## src/rtl/mmio_id_tracker_pkg.sv

```systemverilog
// Shared types and width helpers for the MMIO ID tracker.
// Optional error/occupancy reporting is enabled with MMIO_ID_TRACKER_ERR_EN.
package mmio_id_tracker_pkg;

  localparam int unsigned DEFAULT_ID_WIDTH = 9;
  localparam int unsigned DEFAULT_DEPTH    = 4;

  // Pointer width for a power-of-two FIFO depth.
  function automatic int unsigned ptr_width(input int unsigned depth);
    return $clog2(depth);
  endfunction

  // Occupancy counter width; one extra bit so that "full" is representable.
  function automatic int unsigned cnt_width(input int unsigned depth);
    return $clog2(depth) + 1;
  endfunction

  localparam int unsigned PTR_W = ptr_width(DEFAULT_DEPTH);
  localparam int unsigned CNT_W = cnt_width(DEFAULT_DEPTH);

  typedef logic [DEFAULT_ID_WIDTH-1:0] id_t;

  localparam logic [1:0] RESP_OKAY = 2'b00;

endpackage

```

## src/rtl/mmio_id_tracker_id_fifo.sv

```systemverilog
// In-order ID FIFO: register array with wrapping pointers and an occupancy count.
// No fall-through and no bypass: push is refused when full, pop when empty.
module id_fifo
  import mmio_id_tracker_pkg::*;
#(
  parameter int unsigned WIDTH = 9,
  parameter int unsigned DEPTH = 4
) (
  input  logic                        clk,
  input  logic                        reset_n,
  input  logic                        push,
  input  logic                        pop,
  input  logic [WIDTH-1:0]            din,
  output logic [WIDTH-1:0]            dout,
  output logic                        full,
  output logic                        empty,
  output logic [cnt_width(DEPTH)-1:0] count
);

  localparam int unsigned PW = ptr_width(DEPTH);
  localparam int unsigned CW = cnt_width(DEPTH);

  logic [WIDTH-1:0] mem [DEPTH];
  logic [PW-1:0]    wr_ptr;
  logic [PW-1:0]    rd_ptr;
  logic             do_push;
  logic             do_pop;

  // Status flags and qualified push/pop strobes.
  always_comb begin
    full    = (count == CW'(DEPTH));
    empty   = (count == '0);
    do_push = push & ~full;
    do_pop  = pop & ~empty;
    dout    = mem[rd_ptr];
  end

  // Pointers and occupancy; pointers wrap naturally at the power-of-two depth.
  always_ff @(posedge clk or negedge reset_n) begin
    if (!reset_n) begin
      wr_ptr <= '0;
      rd_ptr <= '0;
      count  <= '0;
    end else begin
      if (do_push) wr_ptr <= wr_ptr + 1'b1;
      if (do_pop)  rd_ptr <= rd_ptr + 1'b1;
      case ({do_push, do_pop})
        2'b10:   count <= count + 1'b1;
        2'b01:   count <= count - 1'b1;
        default: count <= count;
      endcase
    end
  end

  // Storage carries no reset; contents are only read while count is non-zero.
  always_ff @(posedge clk) begin
    if (do_push) mem[wr_ptr] <= din;
  end

endmodule

```

## src/rtl/mmio_id_tracker.sv

```systemverilog
// AXI-lite ID shim: records AR/AW IDs in per-channel FIFOs and re-attaches
// them to the in-order R/B responses. Data paths are combinational.
// Define MMIO_ID_TRACKER_ERR_EN to add err_sticky and occupancy outputs.
module mmio_id_tracker
  import mmio_id_tracker_pkg::*;
#(
  parameter int unsigned ID_WIDTH   = 9,
  parameter int unsigned ADDR_WIDTH = 18,
  parameter int unsigned DATA_WIDTH = 64,
  parameter int unsigned DEPTH      = 4
) (
  input  logic                    clk,
  input  logic                    reset_n,
  input  logic                    s_arvalid,
  output logic                    s_arready,
  input  logic [ID_WIDTH-1:0]     s_ar_id,
  input  logic [ADDR_WIDTH-1:0]   s_ar_addr,
  output logic                    s_rvalid,
  input  logic                    s_rready,
  output logic [ID_WIDTH-1:0]     s_r_id,
  output logic [DATA_WIDTH-1:0]   s_r_data,
  output logic [1:0]              s_r_resp,
  output logic                    s_r_user,
  input  logic                    s_awvalid,
  output logic                    s_awready,
  input  logic [ID_WIDTH-1:0]     s_aw_id,
  input  logic [ADDR_WIDTH-1:0]   s_aw_addr,
  input  logic                    s_wvalid,
  output logic                    s_wready,
  input  logic [DATA_WIDTH-1:0]   s_w_data,
  input  logic [DATA_WIDTH/8-1:0] s_w_strb,
  output logic                    s_bvalid,
  input  logic                    s_bready,
  output logic [ID_WIDTH-1:0]     s_b_id,
  output logic [1:0]              s_b_resp,
  output logic                    m_arvalid,
  input  logic                    m_arready,
  output logic [ADDR_WIDTH-1:0]   m_ar_addr,
  input  logic                    m_rvalid,
  output logic                    m_rready,
  input  logic [DATA_WIDTH-1:0]   m_r_data,
  input  logic [1:0]              m_r_resp,
  output logic                    m_awvalid,
  input  logic                    m_awready,
  output logic [ADDR_WIDTH-1:0]   m_aw_addr,
  output logic                    m_wvalid,
  input  logic                    m_wready,
  output logic [DATA_WIDTH-1:0]   m_w_data,
  output logic [DATA_WIDTH/8-1:0] m_w_strb,
  input  logic                    m_bvalid,
  output logic                    m_bready,
  input  logic [1:0]              m_b_resp
`ifdef MMIO_ID_TRACKER_ERR_EN
  ,
  output logic [1:0]                  err_sticky,
  output logic [cnt_width(DEPTH)-1:0] rd_outstanding,
  output logic [cnt_width(DEPTH)-1:0] wr_outstanding
`endif
);

  localparam int unsigned CW = cnt_width(DEPTH);

  logic                rd_full, rd_empty, wr_full, wr_empty;
  logic                rd_push, rd_pop, wr_push, wr_pop;
  logic [ID_WIDTH-1:0] rd_head, wr_head;
  logic [CW-1:0]       rd_count, wr_count;

  // Handshake gating and zero-latency pass-through; reset_n forces every valid/ready low.
  always_comb begin
    m_arvalid = reset_n & s_arvalid & ~rd_full;
    s_arready = reset_n & m_arready & ~rd_full;
    m_ar_addr = s_ar_addr;
    rd_push   = s_arvalid & s_arready;

    s_rvalid  = reset_n & m_rvalid & ~rd_empty;
    m_rready  = reset_n & s_rready & ~rd_empty;
    s_r_id    = rd_head;
    s_r_data  = m_r_data;
    s_r_resp  = m_r_resp;
    s_r_user  = 1'b1;
    rd_pop    = s_rvalid & s_rready;

    m_awvalid = reset_n & s_awvalid & ~wr_full;
    s_awready = reset_n & m_awready & ~wr_full;
    m_aw_addr = s_aw_addr;
    wr_push   = s_awvalid & s_awready;

    s_bvalid  = reset_n & m_bvalid & ~wr_empty;
    m_bready  = reset_n & s_bready & ~wr_empty;
    s_b_id    = wr_head;
    s_b_resp  = m_b_resp;
    wr_pop    = s_bvalid & s_bready;

    m_wvalid  = reset_n & s_wvalid;
    s_wready  = reset_n & m_wready;
    m_w_data  = s_w_data;
    m_w_strb  = s_w_strb;
  end

  id_fifo #(.WIDTH(ID_WIDTH), .DEPTH(DEPTH)) u_rd_fifo (
    .clk(clk), .reset_n(reset_n), .push(rd_push), .pop(rd_pop), .din(s_ar_id),
    .dout(rd_head), .full(rd_full), .empty(rd_empty), .count(rd_count)
  );

  id_fifo #(.WIDTH(ID_WIDTH), .DEPTH(DEPTH)) u_wr_fifo (
    .clk(clk), .reset_n(reset_n), .push(wr_push), .pop(wr_pop), .din(s_aw_id),
    .dout(wr_head), .full(wr_full), .empty(wr_empty), .count(wr_count)
  );

`ifdef MMIO_ID_TRACKER_ERR_EN
  // Latch any response that arrives with no recorded ID; only reset clears it.
  always_ff @(posedge clk or negedge reset_n) begin
    if (!reset_n) begin
      err_sticky <= '0;
    end else begin
      if (m_rvalid && rd_empty) err_sticky[0] <= 1'b1;
      if (m_bvalid && wr_empty) err_sticky[1] <= 1'b1;
    end
  end

  // Occupancy reporting.
  always_comb begin
    rd_outstanding = rd_count;
    wr_outstanding = wr_count;
  end
`else
  logic unused_counts;

  // Counts are only exported when error reporting is enabled.
  always_comb begin
    unused_counts = ^{rd_count, wr_count};
  end
`endif

endmodule
```

## config.mk

```make
export PLATFORM = sky130hd
export DESIGN_NAME = mmio_id_tracker
export DESIGN_NICKNAME = d
export VERILOG_FILES = /design/src/rtl/mmio_id_tracker_pkg.sv /design/src/rtl/mmio_id_tracker_id_fifo.sv /design/src/rtl/mmio_id_tracker.sv
export SDC_FILE = /design/constraint.sdc
export NUM_CORES = 1
export LEC_CHECK = 0
export CORE_AREA = 2 2 158 160
export CTS_CLUSTER_SIZE = 30
export DETAILED_ROUTE_END_ITERATION = 10
export DIE_AREA = 0 0 160 162
export REMOVE_ABC_BUFFERS = 1
export SLEW_MARGIN = 10
export SYNTH_ARGS = -nofsm -noshare
export SYNTH_HDL_FRONTEND = slang
export SYNTH_SLANG_ARGS = --single-unit
```

## constraint.sdc

```tcl
create_clock -name clk -period 3.4 [get_ports clk]
set_clock_uncertainty 0.2 [all_clocks]
set_input_delay 1.02 -clock clk [delete_from_list [all_inputs] [get_ports clk]]
set_output_delay 1.02 -clock clk [all_outputs]
set_load 0.01 [all_outputs]
```

==> impl_metrics.csv, run 1 <==
group,metric,value,unit
synth,yosysTopAreaCell,"edfxtp_1",
route,antenna_left,0,
critical_path,cp_max_fo,13,
synth,synth_edf_count,72,
critical_path,worstPathRequired,2.18,ns
sta,worst-slew-pin-transition,0.584,ns
global_route,antenna_found_initial,1,
synth,synth.most_common_cell,"buf_4",
sta,fin_ws,0.0668,ns
place,hpwl,39500,um
synth,synth_warnings,0,
final_layout,fillers,2619,
critical_path,worstSetupEndpointType,"primary output",
critical_path,critPathKind,"in -> out",
synth,synth_top_area_frac,0.443,
clock_tree,clk-insertion-delay-late,0.34,ns
sta,grt_setup_unrepaired,"no",
final_layout,layout.area.seq,2510,um2
floorplanning,die_height,162,um
route,drtIter0Drc,295,
synth,synth.distinct_cells,24,
clock_tree,cts_max_level,3,
power_and_ir_drop,ir_drop,0.306,mV
route,avgRoutedWirePerCell,70.9,um
clock_tree,cts_buffer_depth,2,
global_route,grt_max_degree,16,
global_route,grt_pass1_vias,2450,
power_and_ir_drop,power_density,706,nW/um2
route,firstDrtPassIters,4,
place,place_inst,577,
place,gp_congestion,1.34,
power_and_ir_drop,leakage,1.72,nW
critical_path,cp_data_arrival_time,2.11,ns
synth,syn_area,4880,um2
sta,max_slew_margin,0.610,
route,drcViolationCount,0,
final_layout,area_delta_synth_final,1.05,%
sta,max_freq,0.300,GHz
sta,finalHoldViolCount,0,
floorplanning,pin_count,411,
power_and_ir_drop,power,3.48,mW
floorplanning,initial_core_util,0.203,
clock_tree,clk_pin_slew,0.06,ns
synth,ys.flop_type,"edfxtp_1",
synth,ys_ff_latch,86,
floorplanning,row_count,57,
final_layout,nets,482,
global_route,gr-total-overflow,0,
synth,async_flop_share,0.163,
critical_path,startpoint_type,"input port",
clock_tree,cts_hold_buf,0,
route,wl_met2,20800,um
synth,yosys-top-cells-count,"buf_4, edfxtp_1, mux4_2",
sta,fin_crit,3.33,ns
floorplanning,core_area,24100,um2
route,wl_met1,5160,um
route,vias,2537,
clock_tree,cts_setup_buffers,0,
clock_tree,cts_tree,"yes",
flow_run,cap_violations,0,
sta,finalSetupViolCount,0,
synth,synth.yosys.seq_area_share,0.514,
final_layout,multiInputGateArea,965,um2
route,via_per_inst,4.27,
worst_hold_path,min_path_type,"reg -> reg",
clock_tree,cts-root-buf,"clkbuf_16",
route,wl_met3,13200,um
sta,post-route-period-util,0.980,
place,place_ws,-0.215,ns
final_layout,layout.cells.non_filler,594,
synth,synth.avg_cell_area,13.6,um2
place,numPortBuffers,57,
synth,synth.top_cells.by_area,"edfxtp_1, buf_4, mux4_2",
sta,finalMaxSlewViolations,0,
floorplanning,die_area,25900,um2
synth,syn_inst,360,
global_route,grtUsageTotal,0.323,
route,top_layer_used,"met5",
run_status,outcome,"complete, no violations",
floorplanning,die_w,160,um
final_layout,drive_gt1_frac,0.238,
clock_tree,cts.sinks,86,
clock_tree,cts_buffers,9,
global_route,grt_first_pass_wirelength,47800,um
route,wl,42100,um
==> kinds of logic after synthesis <==
kind of cell    after synthesis  synth area share
compound gates                5           0.00948
xor+xnor                     12            0.0215
fa+ha+maj                    12            0.0338
buf+inv                     194             0.288
flops                        86             0.514
mux                          21            0.0912
other cells                   1          0.000768
simple gates                 29            0.0407
==> worst max-delay path, cell delays in order <==
cell and delay, ns:
clkdlybuf4s50_1 0.50, buf_12 0.14, o311a_1 0.17, dlygate4sd2_1 0.27
==> stage by stage <==
stage | util | hold slack, ns | TNS (ns) | instance area, um2
final | 0.205 | 0.304 | 0 | 4930
after global routing | 0.205 | 0.313 | 0 | 4930
after CTS | 0.205 | 0.300 | 0 | 4930
after detailed placement | 0.193 | 0.292 | -1.98 | 4650
after global placement | 0.193 | 0.288 | -1.81 | 4650
after floorplan | - | 0.275 | 0 | 3520
==> layout by cell type (no fill, tap or decap), types with 2 or more instances in the layout <==
master and instances:
ha_1 10, nor2_1 6, nor3b_2 2, nand3_1 2, dfrtp_1 14, inv_1 12, fa_1 2, clkbuf_16 9
nor3b_4 2, nand2_1 5, and2_2 4, dlygate4sd2_1 9, clkdlybuf4s50_1 47, xnor2_1 6, edfxtp_1 72, buf_4 17
inv_6 2, xor2_1 6, o311a_1 3, and2_1 6, mux2_4 2, mux4_2 18, and2_4 2
==> per-layer routing <==
metal,global-route usage,up-vias
met1,0.112,1146
li1,-,858
met5,0.0833,-
met4,0.179,8
met3,0.480,71
met2,0.554,454
==> timing repair <==
action,4_1_cts,5_1_grt
gates cloned,0,0
gates resized for setup,10,1
endpoints found under the setup margin,10,1
==> where the power goes <==
part / internal (mW) / total, mW / switching [mW]
Sequential: 1.28 / 1.44 / 0.164
Clock: 0.574 / 0.978 / 0.404
Combinational: 0.599 / 1.06 / 0.462
Total: 2.45 / 3.48 / 1.03
==> final timing paths <==
| kind | startpoint | to | slack [ns] | depth (start not counted) |
|---|---|---|---|---|
| min in group asynchronous | reset_n | u_rd_fifo.wr_ptr[0] | 0.80 | 2 |
| worst max register to register | u_wr_fifo.count[1] | u_wr_fifo.count[2] | 1.07 | 9 |
| max in group asynchronous | reset_n | u_wr_fifo.wr_ptr[1] | 1.92 | 3 |
| worst min register to register | u_rd_fifo.rd_ptr[0] | u_rd_fifo.rd_ptr[0] | 0.30 | 1 |
| worst min-delay path | u_rd_fifo.rd_ptr[0] | u_rd_fifo.rd_ptr[0] | 0.30 | 1 |
| worst max-delay path | reset_n | s_rvalid | 0.07 | 4 |
==> final cells by class <==
type	instances	area share
Timing Repair Buffer	75	0.143
Sequential cell	86	0.509
Multi-Input combinational cell	80	0.195
Clock inverter	6	0.0139
Clock buffer	10	0.0464
Tap cell	324	0.0822
Inverter	12	0.00913
Antenna cell	1	0.000507
==> sequential cells by signal, indices dropped and copies added, names as in the netlist <==
signal            count
u_wr_fifo.count       3
u_rd_fifo.count       3
u_rd_fifo.wr_ptr      2
u_wr_fifo.rd_ptr      2
u_wr_fifo.wr_ptr      2
u_rd_fifo.mem        36
u_rd_fifo.rd_ptr      2
u_wr_fifo.mem        36
No activity file was read; power rests on OpenSTA's default activity.
==> run 2: changes to the inputs <==
--- a/config.mk
+++ b/config.mk
@@ -10,4 +10,5 @@
 export DETAILED_ROUTE_END_ITERATION = 10
 export DIE_AREA = 0 0 160 162
+export HOLD_SLACK_MARGIN = 0.05
 export REMOVE_ABC_BUFFERS = 1
 export SLEW_MARGIN = 10
==> constraint.sdc (replaced) <==
create_clock -name clk -period 3.4 [get_ports clk]
set_clock_uncertainty 0.2 [all_clocks]
set_input_delay 1.02 -clock clk [delete_from_list [all_inputs] [get_ports clk]]
set_output_delay 1.02 -clock clk [all_outputs]
set_load 0.005 [all_outputs]
==> run 2 against run 1 <==
Critical path depth stayed put. Cell count is 0.67% higher. Sequential share of layout area is 0.76 points lower. Sequential power hardly changed. First-iteration DRC count is 15% lower. Largest power group unchanged. Routed wire length hardly changed. Worst hold slack better by 0.0040 ns. Global-route usage is 0.13 points lower.
==> impl_metrics.csv, run 2 (same netlist as run 1, synthesis figures left out) <==
group,metric,value,unit
run_status,outcome,"complete, no violations",
global_route,gr-total-overflow,0,
critical_path,reg2reg_slack,0.91,ns
worst_hold_path,hold_depth,1,
route,avgRoutedWirePerCell,70.5,um
final_layout,area_delta_synth_final,2.59,%
critical_path,startpoint_type,"input port",
sta,max_freq,0.298,GHz
global_route,antenna_found_initial,0,
power_and_ir_drop,ir_drop,0.240,mV
final_layout,finish.utilization,0.208,
critical_path,cp_data_arrival_time,2.13,ns
power_and_ir_drop,power,3.39,mW
sta,finalHoldViolCount,0,
clock_tree,cts_tree,"yes",
critical_path,critPathKind,"in -> out",
place,place_area,4650,um2
sta,finalSetupViolCount,0,
sta,fin_ws,0.0456,ns
floorplanning,die_w,160,um
flow_run,cap_violations,0,
clock_tree,cts_buffers,9,
sta,finalMaxSlewViolations,0,
clock_tree,cts-root-buf,"clkbuf_16",
critical_path,worstPathRequired,2.18,ns
route,drtIter0Drc,251,
critical_path,ff2ff_path_depth,9,
clock_tree,cts_hold_buf,0,
clock_tree,cts.sinks,86,
floorplanning,row_count,57,
sta,grt_setup_unrepaired,"no",
clock_tree,clk-insertion-delay-late,0.33,ns
route,wl,42200,um
power_and_ir_drop,leakage,1.83,nW
clock_tree,cts_buffer_depth,2,
clock_tree,cts_max_level,3,
floorplanning,pin_count,411,
final_layout,layout.cells.non_filler,598,
floorplanning,die_height,162,um
power_and_ir_drop,power_density,677,nW/um2
route,drcViolationCount,0,
final_layout,final_cell_mix,"edfxtp_1, clkdlybuf4s50_1, buf_4, mux4_2, dfrtp_1",
global_route,grt_max_degree,17,
sta,post-route-period-util,0.987,
global_route,grtUsageTotal,0.321,
place,place_inst,577,
place,gp_congestion,1.34,
sta,max_slew_margin,0.616,
place,place_ws,-0.189,ns
critical_path,crit-reg2reg-launch,"u_wr_fifo.count[1]",
place,numPortBuffers,57,
route,antenna_left,0,
critical_path,cp_max_fo,6,
worst_hold_path,min_path_type,"reg -> reg",
worst_hold_path,min_delay_worst_endpoint,"u_wr_fifo.rd_ptr[0]",
final_layout,nets,487,
sta,worst-slew-pin-transition,0.576,ns
final_layout,fin_area,5010,um2
global_route,grt_pass1_vias,2427,
final_layout,layout_commonest_cell,"edfxtp_1",
place,hpwl,39600,um
floorplanning,initial_core_util,0.203,
route,via_per_inst,4.27,
final_layout,reg.largest.list,"u_rd_fifo.mem (36), u_wr_fifo.mem (36)",
route,firstDrtPassIters,6,
critical_path,worstSetupEndpointType,"primary output",
global_route,grt_first_pass_wirelength,47800,um
final_layout,drive_gt1_frac,0.255,
sta,fin_crit,3.35,ns
route,vias,2556,
floorplanning,core_area,24100,um2
critical_path,r2r-end,"u_wr_fifo.count[1]",
clock_tree,clk_pin_slew,0.06,ns
floorplanning,die_area,25900,um2
final_layout,diodes,0,
worst_hold_path,min_from,"u_wr_fifo.rd_ptr[0]",
## run 2: cell count changes in the layout (fill, tap and decap cells not counted), sizes merged, moves of 3 or more
cell | before | now
buf | 18 | 22
clkinv | 2 | 5
dlymetal6s2s | 0 | 7
dlygate4sd2 | 9 | 1
## run 2: what timing repair did
action                                  in CTS  in global routing
buffers inserted                             2                  2
resized for setup                            4                  7
gates cloned                                 1                  0
pin swaps                                    1                  1
endpoints found under the setup margin      10                  7
## run 2: worst max path at each step
| stage | startpoint | end | slack (ns) | cells past startpoint |
|---|---|---|---|---|
| detailed placement | reset_n | m_bready | -0.19 | 4 |
| global route | reset_n | s_wready | 0.008 | 4 |
| CTS | s_rready | m_rready | 0.004 | 3 |
| floorplan | m_rvalid | u_rd_fifo.count[2] | 0.79 | 8 |
| finish | reset_n | s_wready | 0.05 | 4 |
| global placement | reset_n | m_bready | -0.18 | 4 |
## run 2: report_power, final
part	total, mW	switching, mW	leakage (nW)	internal [mW]
clock	0.928	0.423	0.140	0.505
sequential	1.44	0.161	0.815	1.28
combinational	1.02	0.411	0.880	0.613
total	3.39	0.995	1.83	2.40
## run 2: metrics by stage
stage / setup TNS (ns) / hold slack (ns)
2_1_floorplan: 0 / 0.275
3_3_place_gp: -1.47 / 0.288
3_5_place_dp: -1.67 / 0.298
4_1_cts: 0 / 0.307
5_1_grt: 0 / 0.313
6_report: 0 / 0.308
## run 2: metal layers
| metal | vias up | share of wire | track usage |
|---|---|---|---|
| li1 | 864 | - | - |
| met1 | 1173 | 0.14 | 0.122 |
| met2 | 444 | 0.51 | 0.570 |
| met3 | 71 | 0.30 | 0.462 |
| met4 | 4 | 0.052 | 0.145 |
| met5 | - | 0.0035 | 0.0549 |
## run 2: cell type report
type                       count  area [um2]
fill                        2613       19100
sequential                    86        2510
multi-input combinational     80         965
timing repair buffer          80         798
tap                          324         405
clock buffer                   9         225
clock inverter                 7        58.8
inverter                      12        45.0
## run 2: worst max-delay path: stages
cell and delay, ns:
clkdlybuf4s15_2 0.23, bufbuf_16 0.27, and2_1 0.12, clkdlybuf4s50_1 0.49
==> run 3: changes to the inputs <==
- HOLD_SLACK_MARGIN: 0.05 -> unset
- RECOVER_POWER: unset -> 100
==> run 3 against run 2 <==
Largest cell class unchanged. Global-route usage is the same. Core utilization fell by 0.33 points. Worst hold slack improved by 0.00061 ns.
==> impl_metrics.csv, run 3 (same netlist as run 1, synthesis figures left out) <==
group,metric,value,unit
sta,max_slew_margin,0.512,
floorplanning,die_w,160,um
critical_path,worstPathRequired,2.18,ns
power_and_ir_drop,ir_drop,0.241,mV
final_layout,nets,487,
global_route,antenna_found_initial,7,
global_route,grt_pass1_vias,2427,
worst_hold_path,min_path_type,"reg -> reg",
route,avgRoutedWirePerCell,70.5,um
place,numPortBuffers,57,
clock_tree,cts_max_level,3,
route,drtIter0Drc,242,
final_layout,finish.utilization,0.205,
route,wl,42300,um
clock_tree,cts_hold_buf,0,
critical_path,startpoint_type,"input port",
route,firstDrtPassIters,6,
route,via_per_inst,4.30,
critical_path,cp_max_fo,2,
final_layout,fin_area,4930,um2
final_layout,area_delta_synth_final,0.948,%
global_route,grt_max_degree,17,
final_layout,layout_commonest_cell,"edfxtp_1",
final_layout,final_cell_mix,"edfxtp_1, clkdlybuf4s50_1, dlygate4sd3_1, mux4_2, dfrtp_1",
critical_path,cp_data_arrival_time,2.13,ns
global_route,gr-total-overflow,0,
floorplanning,initial_core_util,0.203,
critical_path,crit_path_frequent_cell,"clkdlybuf4s50_1",
place,gp_congestion,1.34,
sta,finalSetupViolCount,0,
route,drcViolationCount,0,
critical_path,max_stage_delay,0.51,ns
global_route,grt_first_pass_wirelength,47800,um
critical_path,cpMaxStageDelayCell,"clkdlybuf4s50_1",
floorplanning,row_count,57,
sta,fin_crit,3.35,ns
sta,grt_setup_unrepaired,"no",
global_route,grtUsageTotal,0.321,
clock_tree,cts_buffers,9,
sta,finalMaxSlewViolations,0,
critical_path,cp_top_family,"buffers and inverters",
sta,finalHoldViolCount,0,
floorplanning,die_height,162,um
floorplanning,die_area,25900,um2
critical_path,critPathKind,"in -> out",
route,antenna_left,0,
sta,max_freq,0.299,GHz
critical_path,worstSetupEndpointType,"primary output",
final_layout,drive_gt1_frac,0.190,
run_status,outcome,"complete, no violations",
flow_run,cap_violations,0,
power_and_ir_drop,leakage,1.70,nW
place,place_area,4650,um2
clock_tree,cts-root-buf,"clkbuf_16",
power_and_ir_drop,power_density,682,nW/um2
clock_tree,clk-insertion-delay-late,0.33,ns
clock_tree,clk_pin_slew,0.06,ns
critical_path,crit_path_cell_trace,"clkdlybuf4s50_1 > nand2_1 > nor2_1 > clkdlybuf4s50_1",
clock_tree,cts_tree,"yes",
critical_path,worst-path-buf-inv,2,
sta,worst-slew-pin-transition,0.732,ns
floorplanning,core_area,24100,um2
sta,post-route-period-util,0.985,
final_layout,reg.largest.list,"u_rd_fifo.mem (36), u_wr_fifo.mem (36)",
clock_tree,cts_buffer_depth,2,
clock_tree,cts.sinks,86,
route,vias,2578,
place,hpwl,39600,um
floorplanning,pin_count,411,
-- run 3: cell type report --
class | instances | area (um2)
inverters | 12 | 45.0
clock buffers | 9 | 225
well taps | 324 | 405
flip-flops and latches | 86 | 2510
fillers | 2633 | 19200
diodes | 1 | 2.50
multi-input cells | 80 | 928
repair buffers | 80 | 752
clock inverters | 7 | 58.8
-- run 3: per-stage QoR --
step	power, mW	instances	setup slack (ns)	TNS (ns)	hold WS (ns)
2_1_floorplan	1.94	178	0.787	0	0.275
3_3_place_gp	2.44	577	-0.176	-1.47	0.288
3_5_place_dp	2.49	577	-0.189	-1.67	0.298
4_1_cts	3.43	596	0.00443	0	0.307
5_1_grt	3.53	599	0.00796	0	0.313
6_report	3.36	599	0.0519	0	0.308
-- run 3: report_power, final --
part / switching [mW] / leakage [nW] / total (mW) / internal, mW
combinational: 0.405 / 0.748 / 0.993 / 0.589
sequential: 0.162 / 0.815 / 1.44 / 1.28
clock: 0.422 / 0.140 / 0.927 / 0.505
-- run 3: path summary, 6_finish.rpt --
check / startpoint / to / slack (ns) / cells after the start
max in group asynchronous: reset_n / u_rd_fifo.wr_ptr[1] / 1.72 / 4
worst max-delay path: m_awready / s_awready / 0.05 / 4
min in group asynchronous: reset_n / u_rd_fifo.wr_ptr[0] / 0.78 / 3
worst max register to register: u_wr_fifo.count[1] / u_wr_fifo.count[1] / 0.86 / 9
worst min register to register: u_wr_fifo.rd_ptr[0] / u_wr_fifo.rd_ptr[0] / 0.31 / 1
worst min-delay path: u_wr_fifo.rd_ptr[0] / u_wr_fifo.rd_ptr[0] / 0.31 / 1
-- run 3: layer usage --
| metal | track usage | part of all wire | wire, um |
|---|---|---|---|
| met5 | 0.0549 | 0.0035 | 148 |
| met4 | 0.145 | 0.050 | 2130 |
| met3 | 0.462 | 0.30 | 12700 |
| met2 | 0.570 | 0.51 | 21500 |
| met1 | 0.122 | 0.14 | 5810 |
-- run 3: repair_timing --
item                                    CTS  global route
gates resized for setup                   4             7
cloned                                    1             0
pin swaps                                 1             1
endpoints found under the setup margin   10             7
setup buffers                             2             2
-- run 3: worst reg2reg max path, cell delays in order (launching register included) --
cell and delay (ns):
dfrtp_1 0.43, o311a_1 0.39, clkbuf_4 0.14, buf_4 0.12
buf_4 0.12, and2_0 0.18, ha_1 0.22, inv_1 0.08
fa_1 0.41, o21ai_0 0.17
